<file path="src/rtl/mdu_seq.sv">
// Multi-cycle multiply/divide sequencer owning the architectural HI/LO registers.
// Shift-add multiply or restoring divide, one bit per cycle, with a final sign-fixup cycle.
module mdu_seq #(
  parameter int WIDTH = 32
) (
  input  logic             clk,
  input  logic             rst_n,
  input  logic             start,
  input  logic [1:0]       op,
  input  logic [WIDTH-1:0] a,
  input  logic [WIDTH-1:0] b,
  input  logic             mt_hi,
  input  logic             mt_lo,
  input  logic [WIDTH-1:0] mt_data,
  input  logic             rd_req,
  output logic             busy,
  output logic             stall,
  output logic [WIDTH-1:0] hi,
  output logic [WIDTH-1:0] lo,
  output logic             done
);

  localparam int CW = $clog2(WIDTH) + 1;

  typedef enum logic [1:0] {
    IDLE = 2'b00,
    RUN  = 2'b01,
    FIX  = 2'b10
  } state_e;

  state_e             state_r;
  logic [CW-1:0]      cnt_r;
  logic [2*WIDTH-1:0] acc_r;
  logic [WIDTH-1:0]   bmag_r;
  logic [WIDTH-1:0]   a_r;
  logic [1:0]         op_r;
  logic               neg_q_r;
  logic               neg_r_r;
  logic               bzero_r;
  logic               busy_r;
  logic               done_r;
  logic [WIDTH-1:0]   hi_r;
  logic [WIDTH-1:0]   lo_r;

  logic               sa_s;
  logic               sb_s;
  logic [WIDTH-1:0]   amag_s;
  logic [WIDTH-1:0]   bmag_s;
  logic [WIDTH:0]     mul_sum_s;
  logic [2*WIDTH-1:0] mul_next_s;
  logic [WIDTH:0]     rem_sh_s;
  logic [WIDTH:0]     diff_s;
  logic               qbit_s;
  logic [2*WIDTH-1:0] div_next_s;
  logic [2*WIDTH-1:0] prod_s;
  logic [WIDTH-1:0]   fix_hi_s;
  logic [WIDTH-1:0]   fix_lo_s;

  // Operand sign extraction and magnitude conversion at issue
  always_comb begin
    sa_s   = op[0] & a[WIDTH-1];
    sb_s   = op[0] & b[WIDTH-1];
    amag_s = a;
    bmag_s = b;
    if (sa_s) begin
      amag_s = -a;
    end else begin
      amag_s = a;
    end
    if (sb_s) begin
      bmag_s = -b;
    end else begin
      bmag_s = b;
    end
  end

  // One iteration of shift-add multiply and of restoring divide
  always_comb begin
    mul_sum_s  = {1'b0, acc_r[2*WIDTH-1:WIDTH]};
    if (acc_r[0]) begin
      mul_sum_s = {1'b0, acc_r[2*WIDTH-1:WIDTH]} + {1'b0, bmag_r};
    end else begin
      mul_sum_s = {1'b0, acc_r[2*WIDTH-1:WIDTH]};
    end
    mul_next_s = {mul_sum_s, acc_r[WIDTH-1:1]};

    // Remainder lives in the upper word, dividend/quotient in the lower word
    rem_sh_s   = {acc_r[2*WIDTH-1:WIDTH], acc_r[WIDTH-1]};
    diff_s     = rem_sh_s - {1'b0, bmag_r};
    qbit_s     = ~diff_s[WIDTH];
    if (qbit_s) begin
      div_next_s = {diff_s[WIDTH-1:0], acc_r[WIDTH-2:0], 1'b1};
    end else begin
      div_next_s = {rem_sh_s[WIDTH-1:0], acc_r[WIDTH-2:0], 1'b0};
    end
  end

  // Final HI/LO values including sign fixup and the divide-by-zero result
  always_comb begin
    prod_s   = acc_r;
    fix_hi_s = acc_r[2*WIDTH-1:WIDTH];
    fix_lo_s = acc_r[WIDTH-1:0];
    if (!op_r[1]) begin
      if (neg_q_r) begin
        prod_s = -acc_r;
      end else begin
        prod_s = acc_r;
      end
      fix_hi_s = prod_s[2*WIDTH-1:WIDTH];
      fix_lo_s = prod_s[WIDTH-1:0];
    end else if (bzero_r) begin
      fix_hi_s = a_r;
      fix_lo_s = {WIDTH{1'b1}};
    end else begin
      if (neg_q_r) begin
        fix_lo_s = -acc_r[WIDTH-1:0];
      end else begin
        fix_lo_s = acc_r[WIDTH-1:0];
      end
      if (neg_r_r) begin
        fix_hi_s = -acc_r[2*WIDTH-1:WIDTH];
      end else begin
        fix_hi_s = acc_r[2*WIDTH-1:WIDTH];
      end
    end
  end

  // Sequencer FSM, datapath registers and architectural HI/LO
  always_ff @(posedge clk or negedge rst_n) begin
    if (!rst_n) begin
      state_r <= IDLE;
      cnt_r   <= {CW{1'b0}};
      acc_r   <= {(2*WIDTH){1'b0}};
      bmag_r  <= {WIDTH{1'b0}};
      a_r     <= {WIDTH{1'b0}};
      op_r    <= 2'b00;
      neg_q_r <= 1'b0;
      neg_r_r <= 1'b0;
      bzero_r <= 1'b0;
      busy_r  <= 1'b0;
      done_r  <= 1'b0;
      hi_r    <= {WIDTH{1'b0}};
      lo_r    <= {WIDTH{1'b0}};
    end else begin
      done_r <= 1'b0;
      case (state_r)
        IDLE: begin
          if (start) begin
            acc_r   <= {{WIDTH{1'b0}}, amag_s};
            bmag_r  <= bmag_s;
            a_r     <= a;
            op_r    <= op;
            neg_q_r <= sa_s ^ sb_s;
            neg_r_r <= sa_s;
            bzero_r <= (b == {WIDTH{1'b0}});
            cnt_r   <= {CW{1'b0}};
            busy_r  <= 1'b1;
            state_r <= RUN;
          end else begin
            if (mt_hi) begin
              hi_r <= mt_data;
            end
            if (mt_lo) begin
              lo_r <= mt_data;
            end
          end
        end
        RUN: begin
          if (op_r[1]) begin
            acc_r <= div_next_s;
          end else begin
            acc_r <= mul_next_s;
          end
          if (cnt_r == CW'(WIDTH - 1)) begin
            state_r <= FIX;
          end else begin
            cnt_r <= cnt_r + {{(CW-1){1'b0}}, 1'b1};
          end
        end
        FIX: begin
          hi_r    <= fix_hi_s;
          lo_r    <= fix_lo_s;
          busy_r  <= 1'b0;
          done_r  <= 1'b1;
          cnt_r   <= {CW{1'b0}};
          state_r <= IDLE;
        end
        default: begin
          busy_r  <= 1'b0;
          cnt_r   <= {CW{1'b0}};
          state_r <= IDLE;
        end
      endcase
    end
  end

  assign busy  = busy_r;
  assign done  = done_r;
  assign hi    = hi_r;
  assign lo    = lo_r;
  assign stall = busy_r & (start | mt_hi | mt_lo | rd_req);

endmodule

</file>
<file path="config.mk">
export PLATFORM = sky130hd
export DESIGN_NAME = mdu_seq
export DESIGN_NICKNAME = d
export VERILOG_FILES = /design/src/rtl/mdu_seq.sv
export SDC_FILE = /design/constraint.sdc
export NUM_CORES = 1
export LEC_CHECK = 0
export CORE_ASPECT_RATIO = 1.25
export CORE_UTILIZATION = 35
export DETAILED_ROUTE_END_ITERATION = 8
export GPL_TIMING_DRIVEN = 0
export SYNTH_ARGS = -nofsm -noshare
export SYNTH_HDL_FRONTEND = slang
export SYNTH_SLANG_ARGS = --single-unit
export TNS_END_PERCENT = 50
</file>
<file path="constraint.sdc">
create_clock -name clk -period 4.4 [get_ports clk]
set_input_delay 0.88 -clock clk [delete_from_list [all_inputs] [get_ports clk]]
set_output_delay 0.88 -clock clk [all_outputs]
set_load 0.02 [all_outputs]
</file>
# ---- Word level (Yosys, flattened, before mapping)
# Index checks and enable logic that the tools add are counted.
dict set report classes {
  n_reduce_logical 11
  n_bitwise 8
  muxes 29
  eq_ne 9
  add_sub_neg 8
}
# op n
set op_table {}
lappend op_table {{two-way mux 32 bit} 12}
lappend op_table {{two-way mux 64 bit} 4}
lappend op_table {{negation 32 bit} 4}
lappend op_table {{case mux 32 bit (2 select lines)} 2}
lappend op_table {{case mux 64 bit (2 select lines)} 1}
lappend op_table {{negation 64 bit} 1}
lappend op_table {{adder 32 x 32 -> 33 bit} 1}
lappend op_table {{two-way mux 33 bit} 1}
lappend op_table {{subtractor 33 x 32 -> 33 bit} 1}
lappend op_table {{logical NOT 32 bit} 1}
lappend op_table {{two-way mux 6 bit} 2}
lappend op_table {{inequality test 2 bit (second input constant)} 6}
lappend op_table {{case mux 6 bit (2 select lines)} 1}
lappend op_table {{AND reduction 2 bit} 5}
lappend op_table {{adder 6 x 1 -> 6 bit (second input constant)} 1}
lappend op_table {{equality test 6 x 5 -> 1 bit (second input constant)} 1}
lappend op_table {{AND reduction 3 bit} 2}
lappend op_table {{two-way mux 2 bit} 2}
lappend op_table {{case mux 2 bit (2 select lines)} 1}
lappend op_table {{nonzero test 2 bit} 2}
lappend op_table {{bitwise AND 1 bit} 3}
lappend op_table {{OR 1 bit} 3}
lappend op_table {{equality test 2 x 1 -> 1 bit (second input constant)} 1}
lappend op_table {{equality test 2 bit (second input constant)} 1}
lappend op_table {{5 further kinds} 6}
dict set report word_totals {
  out_inout_bits 67
  in_bits 104
  regBits 207
}

# ---- Longest topological paths before layout
dict set report depth {
  depth_word 5
  depth_mapped 15
  ltp_nobuf 12
}

# ---- Worst setup path before layout
# Ideal clock, no wire load.
dict set report synth_timing {
  path_kind {register -> register}
  start {register acc_r[31]}
  end {register acc_r[61]}
  slack_ns 1.001
  n_path_buf 2
  setup_ns 0.122
  arrival_ns 3.278
  stages_incl_launch_ff 14
  cell_sequence {dfrtp_1 clkbuf_1 inv_1 ha_1 fa_1 nand2b_1 a21oi_1 o21a_1 a221oi_1 a211o_1 or2_2 clkbuf_1 or4_1 a32o_1}
}
dict set report synth_between {
  elab_chain_cells 4
}
# element line_no
set synth_lines {}
lappend synth_lines {{start: declaration} 33} ;# logic [2*WIDTH-1:0] acc_r;
lappend synth_lines {{start signal: assignment} 133} ;# acc_r <= {(2*WIDTH){1'b0}};
lappend synth_lines {{start signal: assignment} 149} ;# acc_r <= {{WIDTH{1'b0}}, amag_s};
lappend synth_lines {{start signal: assignment} 170} ;# acc_r <= div_next_s;
lappend synth_lines {{subtractor 33 x 32 -> 33 bit} 89} ;# diff_s = rem_sh_s - {1'b0, bmag_r};
lappend synth_lines {{two-way mux 64 bit} 91} ;# if (qbit_s) begin
lappend synth_lines {{two-way mux 64 bit} 169} ;# if (op_r[1]) begin
lappend synth_lines {{case mux 64 bit (2 select lines)} 146} ;# case (state_r)
# No other way between the ends.
# A chain may end at the register's enable or synchronous reset.

# ---- Worst setup path in the final report
dict set report layout_timing {
  start {register acc_r[0]}
  end {register hi_r[14], in the netlist hi[14]}
}
dict set report layout_between {
  elab_chain_cells 4
}
# element line_no
set layout_lines {}
lappend layout_lines {{negation 64 bit} 105} ;# prod_s = -acc_r;
lappend layout_lines {{two-way mux 64 bit} 104} ;# if (neg_q_r) begin
lappend layout_lines {{two-way mux 32 bit} 103} ;# if (!op_r[1]) begin
lappend layout_lines {{case mux 32 bit (2 select lines)} 146}
lappend layout_lines {{end signal: assignment} 142} ;# hi_r <= {WIDTH{1'b0}};
lappend layout_lines {{end signal: assignment} 161} ;# hi_r <= mt_data;
lappend layout_lines {{end signal: assignment} 181} ;# hi_r <= fix_hi_s;
lappend layout_lines {{end: declaration} 42} ;# logic [WIDTH-1:0] hi_r;
# No other way between the ends.

==> out/results.ini <==
[status]
outcome = finished, violations left
violations = negative setup slack

[finish]
area.growth.synth_to_final_pct = 20.6
utilization = 0.427
fin_area_sq_um = 20200
drive_above_1_share = 0.0406
nNetsFinal = 2499
antenna_cells = 0

[setup_path]
cp_max_fo = 10
path_class = reg -> reg
end_kind = flop
cpLargestDelayFamily = buffers and inverters
startpoint = acc_r[0]
arrival_ns = 4.91
reg2regPathDepth = 12
rr_endpoint = hi[14]
cp_cell_sequence = clkbuf_1 -> inv_1 -> clkbuf_2 -> ha_1 -> nand3_1 -> or3_4 -> or3_4 -> o41ai_2 -> xor2_1 -> nor2_1 -> a211oi_1 -> o21ai_1
worstReg2RegStart = acc_r[0]
path_buf_inv = 3
critPathLaunchType = flop
crit_top_cell = or3_4
cpPeakStageDelay_ns = 0.64
rrSetupSlack_ns = -0.09
critical_path.slowest_cell = inv_1
worstPathRequired_ns = 4.81

[cts]
postCtsSetupRepairBufs = 0
cts_tree = built
cts_buffers = 25
cts.clk_slew.worst_paths_ns = 0.07
clock_latency_ns = 0.55
clock_tree.root_cell = clkbuf_16
cts.sinks = 206
hold_buffers = 0
clockBufferDepth = 3
htree_levels = 1

[synth]
yosysTopAreaCell = dfrtp_1
ys_top_cells_by_count = nand2_1, o21ai_0, dfrtp_1, clkbuf_1, a21oi_1
synth.avg_cell_area_sq_um = 7.86
synth_most_common_cell = nand2_1
syn_area_sq_um = 16700
syn_nets = 2303
synth_warnings = 0
synth_top_area_frac = 0.308
synth-seq-area-share = 0.308
ys_ff_latch = 206
synth_edf_count = 0
synth.area.top_cells = dfrtp_1, nand2_1, o21ai_0
synth.distinct_cells = 75
syn-instance-count = 2128
yosys_most_used_dff = dfrtp_1
synth-async-reset-ratio = 1.00

[power]
swShare = 0.519
combPwrFrac = 0.669
powerDensity_nw_per_um2 = 943
p_seq_frac = 0.208
clock_power_share = 0.122
ir_drop_mv = 0.307
leakagePower_nw = 8.17
power.internal_mw = 9.15
p_sw_mw = 9.88

[detailed_routing]
drt_iter0_drc = 1355
top_layer_used = met4
routed_wirelength_um = 73300
route.vias.total = 17200
dr.pass1.iters = 6
vias_per_cell = 5.76
antenna_left = 0
wl_met1_um = 28000
drc = 0
wl_per_cell_um = 24.6
routed-wl-met2_um = 34900
dr_wl_met3_um = 4720

[floorplanning]
dieArea_sq_um = 48700
coreArea_sq_um = 47200
initial_utilization = 0.354
die_width_um = 198
io_pins = 171
rows = 89
die_h_um = 246

[timing]
worst_slew_pin_slew_ns = 1.13
fin_tns_setup_ns = -0.118
relSlewSlack = 0.247
slew_viol_final = 0
skew_ns = 0.0236
timing.fmax_mhz = 223
rsz0062_at_grt = true
post-route-period-util = 1.02
fin_crit_ns = 4.49
setup_viol = 2
hold_viol_final = 0
worst_slack_ns = -0.0935

[global_routing]
grt_max_degree = 116
gr-usage-all-layers = 0.299
overflow = 0
antenna_found_initial = 0
grt_pass1_wl_um = 107000
grt_pass1_vias = 16900

[placed_design]
place_congestion = 1.01
port_buffers = 170
place_area_sq_um = 19300
dp_slack_ns = -0.722
dp_hpwl_um = 58900

[min_path]
hold_path.class = in -> async

[flow_run]
maxCapViolations = 0

## metal layers
metal / GRT usage / vias up
met2: 0.511 / 705
met1: 0.341 / 8184
li1: - / 8083
met5: 0 / -
met4: 0.212 / 0
met3: 0.0401 / 185
## power by group through the flow
stage               Sequential, mW  Clock (mW)  Combinational, mW
finish                        3.96        2.33               12.7
global route                  4.03        2.42               13.9
CTS                           3.93        2.35               12.5
detailed placement            3.93           0               12.5
global placement              3.92           0               12.4
floorplan                     3.76           0               8.32
## layout by cell type (no fill, tap or decap), types with 12 or more instances in the layout
cell and instances:
ha_1 69, o31ai_1 32, o41ai_1 20, clkbuf_16 25
a21o_1 28, dfrtp_1 205, o21ai_0 226, nor3_1 36
nand2_1 312, clkdlybuf4s50_1 169, clkbuf_1 132, a211oi_1 22
nor2_1 120, nand4_1 14, o22ai_1 43, nand2b_1 19
xor2_1 89, or2_2 12, o221ai_1 12, xnor2_1 107
and3_1 14, a31oi_1 31, nand3_1 54, o211ai_1 32
nor2b_1 16, nor4_1 14, inv_1 67, mux2i_1 57
or3_1 30, a21oi_1 135
## how the worst max path moves through the flow
stage | end | slack [ns] | cells past startpoint
global placement | hi[6] | -6.61 | 1
global route | hi[14] | -0.12 | 12
CTS | hi[14] | 0.005 | 12
detailed placement | acc_r[48] | -0.72 | 14
floorplan | acc_r[61] | 1.00 | 13
finish | hi[14] | -0.09 | 12
## worst register-to-register path, delay by kind of cell (launching register included)
| kind | cells | cell delay, ns |
|---|---|---|
| buffers and inverters | 3 | 1.50 |
| and+or+nand+nor | 4 | 1.18 |
| AOI/OAI and AO/OA | 3 | 0.89 |
| DFF | 1 | 0.36 |
| adders and majority gates | 1 | 0.25 |
| xor gates and xnor gates | 1 | 0.18 |
## logic make-up (layout without fill, tap and decap cells)
kind of cell	Yosys count	in the layout	synth area share
xor gates and xnor gates	196	196	0.103
AOI/OAI and AO/OA	680	680	0.255
muxes	64	64	0.0388
and+or+nand+nor	687	687	0.190
buffers and inverters	224	438	0.0514
DFF	206	206	0.308
adders and majority gates	71	71	0.0540
## registers in the layout, indices dropped and copies added (netlist names)
name     count
acc_r       64
a_r         32
bmag_r      32
hi          32
lo          32
cnt_r        6
state_r      2
busy         1
bzero_r      1
done         1
neg_q_r      1
neg_r_r      1
op_r         1
## repair_timing
item / 4_1_cts / 5_1_grt
resized for setup: 6 / 2
endpoints found under the hold margin: 0 / 0
pin swaps: 0 / 0
endpoints found under the setup margin: 42 / 22
## final cells by class
class	instances	area, sq um
Multi-Input combinational cell	1698	10700
Sequential cell	206	5160
Clock inverter	13	205
Tap cell	637	797
Fill cell	4932	27000
Timing Repair Buffer	171	1730
Inverter	68	255
Clock buffer	32	702
Buffer	154	603
## stage by stage
stage | cells | hold slack, ns | power [mW]
floorplan | 2128 | 0.439 | 12.1
global placement | 2935 | 0.466 | 16.3
detailed placement | 2936 | 0.467 | 16.4
CTS | 2979 | 0.377 | 18.8
global route | 2979 | 0.389 | 20.3
finish | 2979 | 0.319 | 19.0
No activity file was read; power rests on OpenSTA's default activity.
